[src/rtl/ahb2apb_afifo_wr_ctrl_pkg.sv]
// Shared helpers for the AHB-to-APB async FIFO: Gray/binary conversion and legal
// parameter ranges.
package ahb2apb_fifo_pkg;

   localparam int AW_MIN   = 2;
   localparam int AW_MAX   = 8;
   localparam int SYNC_MIN = 2;
   localparam int SYNC_MAX = 4;

   // Wide enough for the largest pointer (AW_MAX+1 bits); callers zero-extend
   localparam int GW = AW_MAX + 1;
   typedef logic [GW-1:0] gvec_t;

   function automatic gvec_t bin2gray(input gvec_t b, input int w);
      gvec_t g;
      g = b ^ (b >> 1);
      for (int i = 0; i < GW; i++) begin
         if (i >= w) g[i] = 1'b0;
      end
      return g;
   endfunction

   function automatic gvec_t gray2bin(input gvec_t g, input int w);
      gvec_t b;
      logic  acc;
      b   = '0;
      acc = 1'b0;
      for (int i = GW - 1; i >= 0; i--) begin
         if (i < w) begin
            acc  = acc ^ g[i];
            b[i] = acc;
         end
      end
      return b;
   endfunction

endpackage

[src/rtl/ahb2apb_afifo_wr_ctrl_if.sv]
// Write-side bus of the async FIFO: request/strobe, pointers and status flags.
interface ahb2apb_afifo_wr_ctrl_if #(parameter int AW = 3);
   logic [AW:0]   rptr_i;
   logic          wfifo_i;
   logic          ovf_clr_i;
   logic          wen_o;
   logic [AW-1:0] waddr_o;
   logic [AW:0]   wptr_o;
   logic          wfull_o;
   logic          wafull_o;
   logic [AW:0]   wlevel_o;
   logic          wovf_o;

   modport master (
      output rptr_i, wfifo_i, ovf_clr_i,
      input  wen_o, waddr_o, wptr_o, wfull_o, wafull_o, wlevel_o, wovf_o
   );

   modport slave (
      input  rptr_i, wfifo_i, ovf_clr_i,
      output wen_o, waddr_o, wptr_o, wfull_o, wafull_o, wlevel_o, wovf_o
   );
endinterface

[src/rtl/ahb2apb_afifo_wr_ctrl_sync.sv]
// Multi-flop synchroniser for a Gray-coded bus crossing into this clock domain.
module ahb2apb_sync_bus #(
   parameter int WIDTH  = 4,
   parameter int STAGES = 2
) (
   input  logic             clk,
   input  logic             rst_n,
   input  logic [WIDTH-1:0] d,
   output logic [WIDTH-1:0] q
);

   logic [WIDTH-1:0] stg [STAGES];

   always_ff @(posedge clk or negedge rst_n) begin
      if (!rst_n) begin
         for (int i = 0; i < STAGES; i++) stg[i] <= '0;
      end else begin
         stg[0] <= d;
         for (int i = 1; i < STAGES; i++) stg[i] <= stg[i-1];
      end
   end

   assign q = stg[STAGES-1];

endmodule

[src/rtl/ahb2apb_afifo_wr_ctrl.sv]
// Write-domain controller of the bridge async FIFO: write pointer, synchronised read
// pointer, registered full/almost-full/level and a sticky overflow flag.
module ahb2apb_afifo_wr_ctrl
   import ahb2apb_fifo_pkg::*;
#(
   parameter int AW          = 3,
   parameter int SYNC_STAGES = 2,
   parameter int AFULL_THR   = 2**AW - 1
) (
   input logic                    clk,
   input logic                    rst_n,
   ahb2apb_afifo_wr_ctrl_if.slave bus
);

   if (AW < AW_MIN || AW > AW_MAX) begin : g_bad_aw
      $error("ahb2apb_afifo_wr_ctrl: AW out of range");
   end
   if (SYNC_STAGES < SYNC_MIN || SYNC_STAGES > SYNC_MAX) begin : g_bad_sync
      $error("ahb2apb_afifo_wr_ctrl: SYNC_STAGES out of range");
   end

   localparam logic [AW:0] AFULL_V = (AW+1)'(AFULL_THR);

   logic [AW:0] wbin, wptr, wlevel;
   logic        wfull, wafull, wovf;
   logic        wen;
   logic [AW:0] nxt_wbin, nxt_wgray, nxt_level;
   logic [AW:0] rgray_s, rbin_s, full_cmp;
   gvec_t       g_w, g_r;
   logic        unused_hi;

   ahb2apb_sync_bus #(.WIDTH(AW+1), .STAGES(SYNC_STAGES)) u_rptr_sync (
      .clk   (clk),
      .rst_n (rst_n),
      .d     (bus.rptr_i),
      .q     (rgray_s)
   );

   always_comb begin
      wen       = bus.wfifo_i & ~wfull;
      nxt_wbin  = wbin + {{AW{1'b0}}, wen};
      g_w       = bin2gray(gvec_t'(nxt_wbin), AW + 1);
      nxt_wgray = g_w[AW:0];
      g_r       = gray2bin(gvec_t'(rgray_s), AW + 1);
      rbin_s    = g_r[AW:0];
      // Full when the write pointer is exactly one lap ahead of the read pointer
      full_cmp  = {~rgray_s[AW:AW-1], rgray_s[AW-2:0]};
      nxt_level = nxt_wbin - rbin_s;
      unused_hi = ^{g_w >> (AW + 1), g_r >> (AW + 1)};
   end

   always_ff @(posedge clk or negedge rst_n) begin
      if (!rst_n) begin
         wbin   <= '0;
         wptr   <= '0;
         wlevel <= '0;
         wfull  <= 1'b0;
         wafull <= 1'b0;
         wovf   <= 1'b0;
      end else begin
         wbin   <= nxt_wbin;
         wptr   <= nxt_wgray;
         wlevel <= nxt_level;
         wfull  <= (nxt_wgray == full_cmp);
         wafull <= (nxt_level >= AFULL_V);
         if (bus.wfifo_i && wfull)  wovf <= 1'b1;
         else if (bus.ovf_clr_i)    wovf <= 1'b0;
      end
   end

   assign bus.wen_o    = wen;
   assign bus.waddr_o  = wbin[AW-1:0];
   assign bus.wptr_o   = wptr;
   assign bus.wfull_o  = wfull;
   assign bus.wafull_o = wafull;
   assign bus.wlevel_o = wlevel;
   assign bus.wovf_o   = wovf;

endmodule

[src/flat_wrapper.sv]
// flat-port wrapper written by rule: the top's interface ports become plain ports
module ahb2apb_afifo_wr_ctrl_flat import ahb2apb_fifo_pkg::*;
#(
   parameter int AW          = 3,
   parameter int SYNC_STAGES = 2,
   parameter int AFULL_THR   = 2**AW - 1
)
  (clk, rst_n, bus_rptr_i, bus_wfifo_i, bus_ovf_clr_i, bus_wen_o, bus_waddr_o, bus_wptr_o, bus_wfull_o, bus_wafull_o, bus_wlevel_o, bus_wovf_o);
  ahb2apb_afifo_wr_ctrl_if #(.AW(AW)) bus_i ();
  input logic clk;
  input logic rst_n;
  input wire logic [$bits(bus_i.rptr_i)-1:0] bus_rptr_i;
  input wire logic [$bits(bus_i.wfifo_i)-1:0] bus_wfifo_i;
  input wire logic [$bits(bus_i.ovf_clr_i)-1:0] bus_ovf_clr_i;
  output wire logic [$bits(bus_i.wen_o)-1:0] bus_wen_o;
  output wire logic [$bits(bus_i.waddr_o)-1:0] bus_waddr_o;
  output wire logic [$bits(bus_i.wptr_o)-1:0] bus_wptr_o;
  output wire logic [$bits(bus_i.wfull_o)-1:0] bus_wfull_o;
  output wire logic [$bits(bus_i.wafull_o)-1:0] bus_wafull_o;
  output wire logic [$bits(bus_i.wlevel_o)-1:0] bus_wlevel_o;
  output wire logic [$bits(bus_i.wovf_o)-1:0] bus_wovf_o;
  assign bus_i.rptr_i = bus_rptr_i;
  assign bus_i.wfifo_i = bus_wfifo_i;
  assign bus_i.ovf_clr_i = bus_ovf_clr_i;
  assign bus_wen_o = bus_i.wen_o;
  assign bus_waddr_o = bus_i.waddr_o;
  assign bus_wptr_o = bus_i.wptr_o;
  assign bus_wfull_o = bus_i.wfull_o;
  assign bus_wafull_o = bus_i.wafull_o;
  assign bus_wlevel_o = bus_i.wlevel_o;
  assign bus_wovf_o = bus_i.wovf_o;
  ahb2apb_afifo_wr_ctrl #(.AW(AW), .SYNC_STAGES(SYNC_STAGES), .AFULL_THR(AFULL_THR)) u_core (.clk(clk), .rst_n(rst_n), .bus(bus_i));
endmodule
[config.mk]
export PLATFORM = sky130hd
export DESIGN_NAME = ahb2apb_afifo_wr_ctrl_flat
export DESIGN_NICKNAME = d
export VERILOG_FILES = /design/src/rtl/ahb2apb_afifo_wr_ctrl_pkg.sv /design/src/rtl/ahb2apb_afifo_wr_ctrl_if.sv /design/src/rtl/ahb2apb_afifo_wr_ctrl_sync.sv /design/src/rtl/ahb2apb_afifo_wr_ctrl.sv /design/src/flat_wrapper.sv
export SDC_FILE = /design/constraint.sdc
export NUM_CORES = 1
export LEC_CHECK = 0
export ABC_AREA = 1
export CORE_AREA = 10 10 56 58
export DETAILED_ROUTE_END_ITERATION = 8
export DIE_AREA = 0 0 66 68
export PLACE_DENSITY_LB_ADDON = 0.15
export SLEW_MARGIN = 20
export SYNTH_ARGS = -nofsm -noshare
export SYNTH_HDL_FRONTEND = slang
export SYNTH_SLANG_ARGS = --single-unit
[constraint.sdc]
create_clock -name clk -period 2.31 [get_ports clk]
set_clock_uncertainty 0.15 [all_clocks]
set_input_delay 0.3465 -clock clk [delete_from_list [all_inputs] [get_ports clk]]
set_output_delay 0.3465 -clock clk [all_outputs]
set_load 0.005 [all_outputs]
* Yosys cells after proc, flatten, opt, wreduce, memory -nomap -nowiden
Index checks and enable logic that the tools add are counted.
Word-level totals: register bits after elaboration 23, input bits 8, output and inout bits 15, word-level logic and storage cells 23
Cells by class: add/sub/neg operators 2, magnitude comparators 1, equality and inequality tests 1, mux-type cells 2, bitwise logic cells 7, reductions and logical operators 2
Operators with widths (number):
- 4-bit by 1-bit adder with 4-bit output | 1
- 4-bit equality test | 1
- 4-bit by 3-bit greater-or-equal comparator with 1-bit output (second input constant) | 1
- 4-bit subtractor | 1
- 4-bit by 3-bit XOR with 4-bit output | 1
- 1-bit XOR | 3
- 1-bit 2-to-1 mux | 2
- 2-bit inverter | 1
- 2-bit nonzero test | 1
- 1-bit AND | 1
- 1-bit logical AND | 1
- 1-bit inverter | 1

* Logic depth before layout (Yosys ltp)
word-level depth 5, gate-level depth with buffers 12, gate-level depth less buffers 12

* Cells and area by module
From an unflattened synthesis, not the netlist that was laid out.
Second synthesis, totals: cells, all modules 96, area, all modules 970.9 µm²
By module, submodules not included:
- ahb2apb_afifo_wr_ctrl | instances 1, cells each 84, area an instance 740.7 µm², seq. area each 350.3 µm²
- ahb2apb_sync_bus | instances 1, cells each 12, area an instance 230.2 µm², seq. area each 200.2 µm²

* Worst setup path before layout
No wires, ideal clock.
path type flip-flop to flip-flop, from reg u_core.u_rptr_sync.stg, in the netlist u_core.u_rptr_sync.q[3], to reg u_core.wafull (netlist: u_core.bus.wafull_o), setup time 125 ps, arrival 1784 ps, data required time 2035 ps, slack 251 ps, cell stages (with the launch flop) 9, path buffers 0, period minus slack after synthesis 2059 ps, cells stage by stage dfrtp_1 -> xnor2_2 -> xor2_2 -> xor2_1 -> ha_1 -> fa_1 -> inv_1 -> nand3_1 -> nand3_1
On the way: word-level cells in the longest chain between the ends 5
Ends and longest elaborated chain:
- start, declared | line ahb2apb_afifo_wr_ctrl_sync.sv:12 | logic [WIDTH-1:0] stg [STAGES];
- 1-bit XOR * (2 in series) | line ahb2apb_afifo_wr_ctrl_pkg.sv:30 | acc = acc ^ g[i];
- 1-bit XOR | line ahb2apb_afifo_wr_ctrl_pkg.sv:30
- 4-bit subtractor * | line ahb2apb_afifo_wr_ctrl.sv:48 | nxt_level = nxt_wbin - rbin_s;
- via u_core.nxt_level[1] | line ahb2apb_afifo_wr_ctrl.sv:27 | logic [AW:0] nxt_wbin, nxt_wgray, nxt_level;
- 4-bit by 3-bit greater-or-equal comparator with 1-bit output * | line ahb2apb_afifo_wr_ctrl.sv:65 | wafull <= (nxt_level >= AFULL_V);
- end signal, assigned | line ahb2apb_afifo_wr_ctrl.sv:65
- end, declared | line ahb2apb_afifo_wr_ctrl.sv:25 | logic wfull, wafull, wovf;
The timed path passes the listed nets; every way through them passes the cells marked *. A chain may end at the register's enable or synchronous reset.

* Final worst setup path
from reg u_core.u_rptr_sync.stg, in the netlist u_core.u_rptr_sync.q[2], to reg u_core.wafull (netlist: u_core.bus.wafull_o)
The elaborated chain is that of the path after synthesis.

==> flow_summary.yaml <==
die:
  die_h_um: 68
  die_w_um: 66
  die_area_um2: 4490
  start_util_pct: 44.5
  rows: 17
  core_um2: 2110
  boundaryPins: 23
final_layout:
  seqCellArea_um2: 551
  fin_nets: 142
  drive_gt1_share_pct: 18.3
  multi_input_comb_area_um2: 370
  nFillCells: 168
  diodes: 0
  fin_util_pct: 63.3
  area_delta_synth_final_pct: 42.3
timing:
  period_needed_ns: 2.20
  max_slew_margin_pct: 82.4
  fmax_mhz: 455
  setup_ws_ns: 0.114
  fin_crit_sh_pct: 95.1
  drv_slew: 0
  setup_viol: 0
  worst_slew_pin_slew_ns: 0.264
  hold_violations: 0
power:
  irDropWorstVdd_v: 0.000835
  powerDensity_nw_per_um2: 1460
  p_leak_nw: 0.662
global_routing:
  grt_pass1_wl_mm: 2.92
  grt_overflow: 0
  antenna_found_initial: 0
  grt_max_degree: 23
  track_usage_pct: 8.19
  grt_pass1_vias: 721
clocking:
  cts_root_buffer: "clkbuf_4"
  clkTransAtPathRegs_ns: 0.11
  numCtsBuffers: 3
  htreeDepth: 1
  clockBufferDepth: 2
  cts_sinks: 22
  ctsHoldBuffers: 0
  insertion_delay_ns: 0.30
  cts_tree: "yes"
synth:
  syn_inst: 91
  ys_types: 16
  ys.flop_type: "dfrtp_1"
  yosysSeqAreaShare_pct: 58.7
  ys.warnings.count: 0
  syn-mean-instance-area_um2: 10.3
  synth_edf_count: 0
  syn_area_um2: 937
  synthTopCellsByArea: "dfrtp_1 (59%), nand2_1 (8.8%), nand3_1 (6.9%)"
  yosys.area.top_type: "dfrtp_1"
  yosysTopAreaCellShare_pct: 58.7
  ys_top_cells_by_count: "dfrtp_1 (22), nand2_1 (22), inv_1 (16)"
  ys_seq_elements: 22
  syn_nets: 105
  ys_async_sr_fraction_pct: 100
critical_path:
  crit_path_end: "u_core.bus.wafull_o"
  start_kind: "flop"
  path_max_fanout: 3
  timing.rr.end: "u_core.bus.wafull_o"
  r2r_start: "u_core.u_rptr_sync.q[2]"
  rrSetupSlack_ns: 0.11
  cp.arrival_ns: 2.24
  reg2reg_depth: 8
  crit_start: "u_core.u_rptr_sync.q[2]"
  critPathRequiredTime_ns: 2.35
  end_kind: "flop"
  criticalPathCategory: "flop to flop"
drt:
  wl_per_cell_um: 11.3
  viasPerCell: 4.56
  routed_wl_mm: 1.75
  drt_iter0_drc: 18
  via_count: 703
  drc_errors: 0
  first_pass_iters: 4
  ant_nets: 0
run_status:
  status: "finished clean"
place:
  routabilityCongestion: 0.789
  dpl.hpwl_mm: 1.44
  numPortBuffers: 22
  pre_cts_ws_ns: -0.316
run:
  maxCapViolCount: 0
worst_hold_path:
  worstHoldStart: "u_core.u_rptr_sync.stg[6]"
  holdCritPathClass: "flop to flop"
-- through the flow --
step | cells | total power [mW] | area, um2 | TNS, ns | hold slack, ns
after CTS | 152 | 1.87 | 1280 | 0 | 0.210
after floorplan | 91 | 1.10 | 937 | 0 | -0.0991
after global routing | 154 | 2.12 | 1330 | -0.00636 | 0.223
final | 154 | 1.94 | 1330 | 0 | 0.208
after global placement | 149 | 1.67 | 1250 | -0.825 | 0.183
after detailed placement | 149 | 1.70 | 1250 | -1.13 | 0.185
-- worst min path at each step --
stage / to / slack [ns] / cells after the start
6_report: u_core.u_rptr_sync.q[2] / 0.21 / 0
5_1_grt: u_core.u_rptr_sync.q[2] / 0.22 / 0
4_1_cts: u_core.u_rptr_sync.q[2] / 0.21 / 0
3_5_place_dp: u_core.u_rptr_sync.q[2] / 0.18 / 0
3_3_place_gp: u_core.u_rptr_sync.q[2] / 0.18 / 0
2_1_floorplan: u_core.bus.wafull_o / -0.1 / 0
-- layout by cell type, fill, tap and decap left out, types with 2 or more instances in the layout --
master | netlist | final
buf_4 | 0 | 10
clkbuf_4 | 0 | 3
clkdlybuf4s50_1 | 0 | 22
dfrtp_1 | 22 | 22
ha_1 | 5 | 2
ha_4 | 0 | 2
inv_1 | 16 | 16
nand2_1 | 22 | 22
nand3_1 | 13 | 13
xnor2_2 | 1 | 2
-- registers in the layout, indices dropped and copies added (netlist names) --
signal                  count
u_core.bus.wafull_o         1
u_core.bus.wfull_o          1
u_core.bus.wlevel_o         4
u_core.bus.wovf_o           1
u_core.bus.wptr_o           3
u_core.u_rptr_sync.q        4
u_core.u_rptr_sync.stg      4
u_core.wbin                 4
-- per-layer routing --
metal / vias to the layer above / wire (um) / GRT usage, %
met5: - / 0 / 0
met4: 0 / 36 / 4.45
met3: 5 / 117 / 2.61
met2: 18 / 866 / 15.2
met1: 326 / 726 / 7.95
li1: 354 / - / -
-- layout make-up --
class / count / share of cell area (%)
multi-input combinational: 53 / 27.8
inverter: 16 / 4.50
timing repair buffer: 32 / 22.1
clock buffer: 3 / 1.69
tap: 28 / 2.63
sequential: 22 / 41.3
-- worst max-delay path, cell delays in order (launching register included) --
cell and delay [ns]:
dfrtp_1 0.43, xnor2_2 0.24, xor2_2 0.23, xor2_1 0.10
ha_1 0.22, fa_2 0.53, inv_1 0.05, nand3_1 0.08
nand3_1 0.07
-- logic make-up after synthesis --
logic type | synth area share (%)
AOI/OAI and AO/OA | 1.87
and+or+nand+nor | 17.9
buffers and inverters | 6.41
adders and majority gates | 8.81
DFF | 58.7
xor gates and xnor gates | 6.28
-- what timing repair did --
action	in CTS	in global routing
pin swaps	0	3
endpoints found under the setup margin	1	3
buffers inserted	0	2
gates resized for setup	1	7
-- power by group --
group	switching [mW]	internal (mW)	leakage, nW
Combinational	0.524	0.664	0.385
Clock	0.103	0.0608	0.0138
Sequential	0.0696	0.522	0.263
Power figures use the tool's default switching activity.
